===== config.mk =====
export PLATFORM = sky130hd
export DESIGN_NAME = imm_encoder
export DESIGN_NICKNAME = d
export VERILOG_FILES = /design/src/rtl/imm_encoder_pkg.sv /design/src/rtl/imm_encoder_pack.sv /design/src/rtl/imm_encoder.sv
export SDC_FILE = /design/constraint.sdc
export NUM_CORES = 1
export LEC_CHECK = 0
export BUFFER_PORTS_ARGS = -buffer_cell sky130_fd_sc_hd__buf_2
export CAP_MARGIN = 30
export CELL_PAD_IN_SITES_DETAIL_PLACEMENT = 0
export CELL_PAD_IN_SITES_GLOBAL_PLACEMENT = 1
export CORE_ASPECT_RATIO = 1.1
export CORE_MARGIN = 2
export CORE_UTILIZATION = 35
export DETAILED_ROUTE_END_ITERATION = 8
export PLACE_DENSITY = 0.8
export RECOVER_POWER = 25
export SYNTH_ARGS = -nofsm -noshare
export SYNTH_HDL_FRONTEND = slang
export SYNTH_HIERARCHICAL = 1
export SYNTH_SLANG_ARGS = --single-unit
export TNS_END_PERCENT = 50

===== constraint.sdc =====
create_clock -name clk -period 2.5 [get_ports clk]
set_input_delay 0.5 -clock clk [delete_from_list [all_inputs] [get_ports clk]]
set_output_delay 0.5 -clock clk [all_outputs]
set_load 0.05 [all_outputs]

===== src/rtl/imm_encoder_pkg.sv =====
// imm_encoder_pkg: ImmSrc codes, RV32I opcodes and the S1 payload shared by the encoder
package imm_encoder_pkg;
  localparam logic [2:0] IMM_R = 3'b000;
  localparam logic [2:0] IMM_I = 3'b001;
  localparam logic [2:0] IMM_S = 3'b010;
  localparam logic [2:0] IMM_B = 3'b011;
  localparam logic [2:0] IMM_U = 3'b100;
  localparam logic [2:0] IMM_J = 3'b101;
  localparam logic [6:0] OP_LUI    = 7'h37;
  localparam logic [6:0] OP_AUIPC  = 7'h17;
  localparam logic [6:0] OP_JAL    = 7'h6f;
  localparam logic [6:0] OP_JALR   = 7'h67;
  localparam logic [6:0] OP_BRANCH = 7'h63;
  localparam logic [6:0] OP_LOAD   = 7'h03;
  localparam logic [6:0] OP_STORE  = 7'h23;
  localparam logic [6:0] OP_IMM    = 7'h13;
  localparam logic [6:0] OP_REG    = 7'h33;
  typedef struct packed {
    logic [2:0]  src;
    logic [31:7] imm_bits;
    logic        fits;
    logic [6:0]  funct7;
    logic [4:0]  rs2;
    logic [4:0]  rs1;
    logic [4:0]  rd;
    logic [2:0]  funct3;
    logic [6:0]  opcode;
  } s1_t;
endpackage


===== src/rtl/imm_encoder_pack.sv =====
// imm_pack: range-checks an immediate and scatters it into instruction bits [31:7]
module imm_pack
  import imm_encoder_pkg::*;
(
  input  logic [31:0] imm,
  input  logic [2:0]  imm_src,
  output logic [31:7] imm_bits,
  output logic        fits
);
  logic [31:7] raw;
  logic i_ok, b_ok, j_ok, u_ok;
  always_comb begin
    i_ok = &imm[31:11] | ~|imm[31:11];
    b_ok = (&imm[31:12] | ~|imm[31:12]) & ~imm[0];
    j_ok = (&imm[31:20] | ~|imm[31:20]) & ~imm[0];
    u_ok = ~|imm[11:0];
    fits = 1'b1;
    raw  = '0;
    case (imm_src)
      IMM_I: begin fits = i_ok; raw = {imm[11:0], 13'b0}; end
      IMM_S: begin fits = i_ok; raw = {imm[11:5], 13'b0, imm[4:0]}; end
      IMM_B: begin fits = b_ok; raw = {imm[12], imm[10:5], 13'b0, imm[4:1], imm[11]}; end
      IMM_U: begin fits = u_ok; raw = {imm[31:12], 5'b0}; end
      IMM_J: begin fits = j_ok; raw = {imm[20], imm[10:1], imm[11], imm[19:12], 5'b0}; end
      default: ;
    endcase
    imm_bits = fits ? raw : '0;
  end
endmodule


===== src/rtl/imm_encoder.sv =====
// imm_encoder: two-stage valid/ready pipeline assembling RV32I words from immediate and fields
module imm_encoder
  import imm_encoder_pkg::*;
#(
  parameter int DATA_WIDTH = 32,
  parameter int CNT_WIDTH  = 16
) (
  input  logic                  clk,
  input  logic                  rst,
  input  logic                  in_valid,
  output logic                  in_ready,
  input  logic [2:0]            ImmSrc,
  input  logic [DATA_WIDTH-1:0] Imm,
  input  logic [6:0]            opcode,
  input  logic [4:0]            rd,
  input  logic [4:0]            rs1,
  input  logic [4:0]            rs2,
  input  logic [2:0]            funct3,
  input  logic [6:0]            funct7,
  output logic                  out_valid,
  input  logic                  out_ready,
  output logic [DATA_WIDTH-1:0] Instr,
  output logic                  out_err,
  output logic [CNT_WIDTH-1:0]  enc_count,
  output logic [CNT_WIDTH-1:0]  err_count
);
  s1_t s1_d, s1_q;
  logic s1_valid_d, s1_valid_q, s2_valid_d, s2_valid_q;
  logic [DATA_WIDTH-1:0] instr_d, instr_q;
  logic err_d, err_q, s2_adv, s2_load, in_fire, out_fire, fits;
  logic [CNT_WIDTH-1:0] enc_d, enc_q, errc_d, errc_q;
  logic [31:7] imm_bits, fld;
  imm_pack u_pack (.imm(Imm), .imm_src(ImmSrc), .imm_bits(imm_bits), .fits(fits));
  always_comb begin
    s2_adv     = !s2_valid_q || out_ready;
    in_ready   = !rst && (!s1_valid_q || s2_adv);
    in_fire    = in_valid && in_ready;
    out_fire   = s2_valid_q && out_ready;
    s2_load    = s2_adv && s1_valid_q;
    s1_valid_d = in_ready ? in_valid : s1_valid_q;
    s1_d       = in_fire ? {ImmSrc, imm_bits, fits, funct7, rs2, rs1, rd, funct3, opcode} : s1_q;
    case (s1_q.src)
      IMM_I:        fld = {12'b0, s1_q.rs1, s1_q.funct3, s1_q.rd};
      IMM_S, IMM_B: fld = {7'b0, s1_q.rs2, s1_q.rs1, s1_q.funct3, 5'b0};
      IMM_U, IMM_J: fld = {20'b0, s1_q.rd};
      default:      fld = {s1_q.funct7, s1_q.rs2, s1_q.rs1, s1_q.funct3, s1_q.rd};
    endcase
    s2_valid_d = s2_adv ? s1_valid_q : s2_valid_q;
    instr_d    = s2_load ? {fld | s1_q.imm_bits, s1_q.opcode} : instr_q;
    err_d      = s2_load ? !s1_q.fits : err_q;
    enc_d      = enc_q + CNT_WIDTH'(in_fire && ~&enc_q);
    errc_d     = errc_q + CNT_WIDTH'(out_fire && err_q && ~&errc_q);
  end
  always_ff @(posedge clk) begin
    if (rst) begin
      s1_q       <= '0;
      s1_valid_q <= 1'b0;
      s2_valid_q <= 1'b0;
      instr_q    <= '0;
      err_q      <= 1'b0;
      enc_q      <= '0;
      errc_q     <= '0;
    end else begin
      s1_q       <= s1_d;
      s1_valid_q <= s1_valid_d;
      s2_valid_q <= s2_valid_d;
      instr_q    <= instr_d;
      err_q      <= err_d;
      enc_q      <= enc_d;
      errc_q     <= errc_d;
    end
  end
  assign out_valid = s2_valid_q;
  assign Instr     = instr_q;
  assign out_err   = err_q;
  assign enc_count = enc_q;
  assign err_count = errc_q;
endmodule


==> key figures <==
Power
  – Int Power: 3.863 mW
  – Flop pwr share: 0.418
  – Max VDD drop: 440.3 uV
  – P_leak: between 2 and 3 nW
  – Clock network power share: 0.472
  – Comb power frac: 0.110
  – Sw Pwr: roughly 1.4 mW
  – Switching portion of total power: 0.2590
  – Power per cell area: roughly 730 nW/um^2

Synthesis
  – EDFF count, synth: 0
  – Number of synthesis warnings: 6
  – Yosys top cell area share: 0.4468
  – Post-synth cell types: 49
  – Top cells by count, synth: 128 x dfxtp_1, 94 x nand2_1, 80 x nor2_1, 62 x o21ai_0, 61 x nand2b_1
  – Asr flop ratio synth: 0
  – Area leader, netlist: dfxtp_1
  – Largest cells by area after synthesis: dfxtp_1 45%, nand2b_1 6.7%, nand2_1 6.2%
  – Cell with the most instances after synthesis: dfxtp_1
  – Synthesized area: roughly 5700 um^2
  – Seq/Total Area, Yosys: 0.4468
  – Average size of a mapped cell: ~8.2 um^2
  – Cells after Synth: 697
  – Primary FF master, synth: dfxtp_1
  – Synthesis-stage register bit count: roughly 130
  – Syn Nets: slightly below 800

Setup path
  – End point of the critical path: err_count[14]$_SDFF_PP0_
  – Setup CP Type: register to register
  – Startpoint types: register
  – CP max stage delay: 0.42 ns
  – R2R setup slack: between 0.2 and 0.25 ns
  – CP max FO: 6
  – CP max stage cell: dfxtp_1
  – Crit. End Element: register
  – CP delay by family, top: simple AND/OR/NAND/NOR gates
  – Crit path arrival time: 2.55 ns
  – CP cell instances: nand3_1 -> nor3_1 -> a21oi_1 -> ha_1 -> ha_1 -> and2_1 -> and4_2 -> mux2_2
  – Worst Path Buf+Inv: 0
  – R2R depth: 8
  – Worst Setup SP: err_count[2]$_SDFF_PP0_
  – Crit path depth: 8
  – CP most frequent cell: ha_1
  – RR Endpoint: err_count[14]$_SDFF_PP0_
  – CP required: about 2.8 ns
  – Worst reg2reg startpoint: err_count[2]$_SDFF_PP0_

CTS
  – Clock sink count: 128
  – CTS H-tree depth: 4
  – Post-CTS setup buffers: 0
  – Hold_buf cts: 0
  – CTS tree: yes
  – Post-cts resize count: 0
  – CTS Buf Count: 17
  – Clock transition at path regs: about 0.06 ns
  – Insertion delay to the later sink of the worst-skew pair: roughly 0.40 ns
  – Bufs on Longest Clock Path: 2
  – CTS Root Cell: clkbuf_16

Routing
  – Detail Route Antenna Nets: 0
  – Final wirelength: roughly 14,000 um
  – TritonRoute pass-1 iters: 4
  – Starting DRT DRC Count: 281
  – Post-Route M1 WL: approximately 7000 um
  – Vias per Instance: between 4 and 5
  – Vias: 5,080
  – DRC: 0
  – Uppermost routed layer: met4
  – Metal3 WL: roughly 660 um
  – Met2 WL: approximately 6700 um
  – Wire per inst: 13.85 um

Timing
  – Final setup vio count: 0
  – RSZ-0062 raised after global routing: no
  – Rel. slew slack: 0.4531
  – Max-slew violations: 0
  – Setup ws final: approximately 0.24 ns
  – Fmax: 441.6 MHz
  – Final Cycle Share: 0.9058
  – Slew at the pin closest to its max-slew limit: between 0.8 and 0.9 ns
  – Skew final: 0.009706 ns
  – Post-route minimum period: approximately 2.3 ns
  – Fin. Hold Viols: 0
  – Worst hold margin: approximately 0.30 ns

Floorplanning
  – Core area: 16,190 um^2
  – Core Rows: 49
  – Die Y: roughly 140 um
  – Starting Density: 0.3544
  – IO Pins: roughly 140
  – Die Wd: 126.1 um
  – Die area: 17,430 um^2

Finish
  – Layout Utilization: 0.4433
  – Area grow syn2layout: 25.09%
  – Ant. Diodes: 0
  – Fin nets: approximately 910
  – Post-route cell area: just over 7000 um^2
  – Share of cells above drive strength 1: 0.1990

Global route
  – GR Util All Layers: 0.1627
  – Initial antenna violation count: 0
  – Total gr overflow: 0
  – First-pass GRT wire length: 23,470 um
  – Vias in the first global route: around 4.7k
  – Largest net degree at the start of global routing: ~130

Placed design
  – PortBufs: about 140
  – RD Place Congestion: between 0.8 and 0.9
  – HPWL after DPL: between 10,000 and 15,000 um
  – Pre-CTS WS: roughly 0.24 ns
  – Post-DP Area: around 6600 um^2

Worst hold path
  – HP Class: primary input to register

Run
  – Max_cap viols: 0

Run status
  – Status: finished clean
per-layer routing:
| metal | vias up | track usage |
|---|---|---|
| met1 | 2284 | 0.2219 |
| li1 | 2661 | - |
| met4 | 0 | 0.03991 |
| met2 | 128 | 0.2643 |
| met5 | - | 0 |
| met3 | 7 | 0.03367 |
worst min path at each step:
stage | to | slack, ns | start | cells after the start
floorplan | out_err$_SDFFE_PP0P_ | 0.41 | s1_q[32]$_SDFFE_PP0P_ | 1
global placement | out_err$_SDFFE_PP0P_ | 0.42 | s1_q[32]$_SDFFE_PP0P_ | 1
detailed placement | out_err$_SDFFE_PP0P_ | 0.43 | s1_q[32]$_SDFFE_PP0P_ | 1
CTS | s1_q[10]$_SDFFE_PP0P_ | 0.29 | rd[0] | 3
global route | s1_q[15]$_SDFFE_PP0P_ | 0.30 | rs1[0] | 3
finish | s1_q[10]$_SDFFE_PP0P_ | 0.30 | rd[0] | 3
worst register-to-register path, stage by stage, from the launching register on:
cell and delay [ns]:
dfxtp_1 0.42, nand3_1 0.19, nor3_1 0.22, a21oi_1 0.09, ha_1 0.25, ha_1 0.26, and2_1 0.21, and4_2 0.24
mux2_2 0.26
through the flow:
step | cells | power [mW] | TNS, ns
floorplan | 697 | 2.615 | -0.0001836
global placement | 1011 | 2.805 | 0
detailed placement | 1012 | 2.814 | 0
CTS | 1043 | 5.287 | 0
global route | 1043 | 5.427 | 0
finish | 1043 | 5.214 | 0
flip-flops by register name, indices dropped and copies added (netlist names):
name and cells:
enc_count 16, Instr 32, s1_q 61, s1_valid_q 1, err_count 16, out_valid 1, out_err 1
power groups by stage:
| stage | logic [mW] | registers (mW) | clock network, mW |
|---|---|---|---|
| after detailed placement | 0.590 | 2.22 | 0 |
| after floorplan | 0.279 | 2.34 | 0 |
| final | 0.573 | 2.18 | 2.46 |
| after global placement | 0.582 | 2.22 | 0 |
| after global routing | 0.630 | 2.19 | 2.60 |
| after CTS | 0.592 | 2.18 | 2.51 |
cells in the final DEF, fill, tap and decap left out, drive strengths merged, types with 2 or more instances in the layout:
cell      Yosys  routed
a211oi       28      28
a21oi        21      21
a221oi        2       2
a22oi        13      13
and2          5       5
and3          3       3
and4          5       5
buf          20     117
bufinv        0       2
clkbuf       24      58
clkinv        0       4
clkinvlp      0       3
dfxtp       128     128
ha            7       7
inv           9      11
mux2          4       4
mux2i         2       2
nand2        94      94
nand2b       61      61
nand3        17      17
nand4        13      13
nor2         81      81
nor2b         9       9
nor3         35      35
nor3b         5       5
nor4         10      10
o21ai        62      62
o2bb2ai       2       2
o31ai         2       2
or3           5       5
xnor2         5       5
xor2         19      19
cell families after synthesis:
kind of cell	synth area share
fa+ha+maj	0.01527
mux	0.01200
xor+xnor	0.03665
flops	0.4468
simple gates	0.3004
buf+inv	0.04363
compound gates	0.1453
layout make-up:
| class | count | area, um^2 |
|---|---|---|
| Clock buffer | 20 | 466.7 |
| Clock inverter | 11 | 131.4 |
| Fill cell | 1746 | 9011 |
| Inverter | 9 | 33.78 |
| Multi-Input combinational cell | 516 | 2918 |
| Sequential cell | 128 | 2564 |
| Tap cell | 204 | 255.2 |
| Timing Repair Buffer | 155 | 805.8 |
No activity file was read; power rests on OpenSTA's default activity.
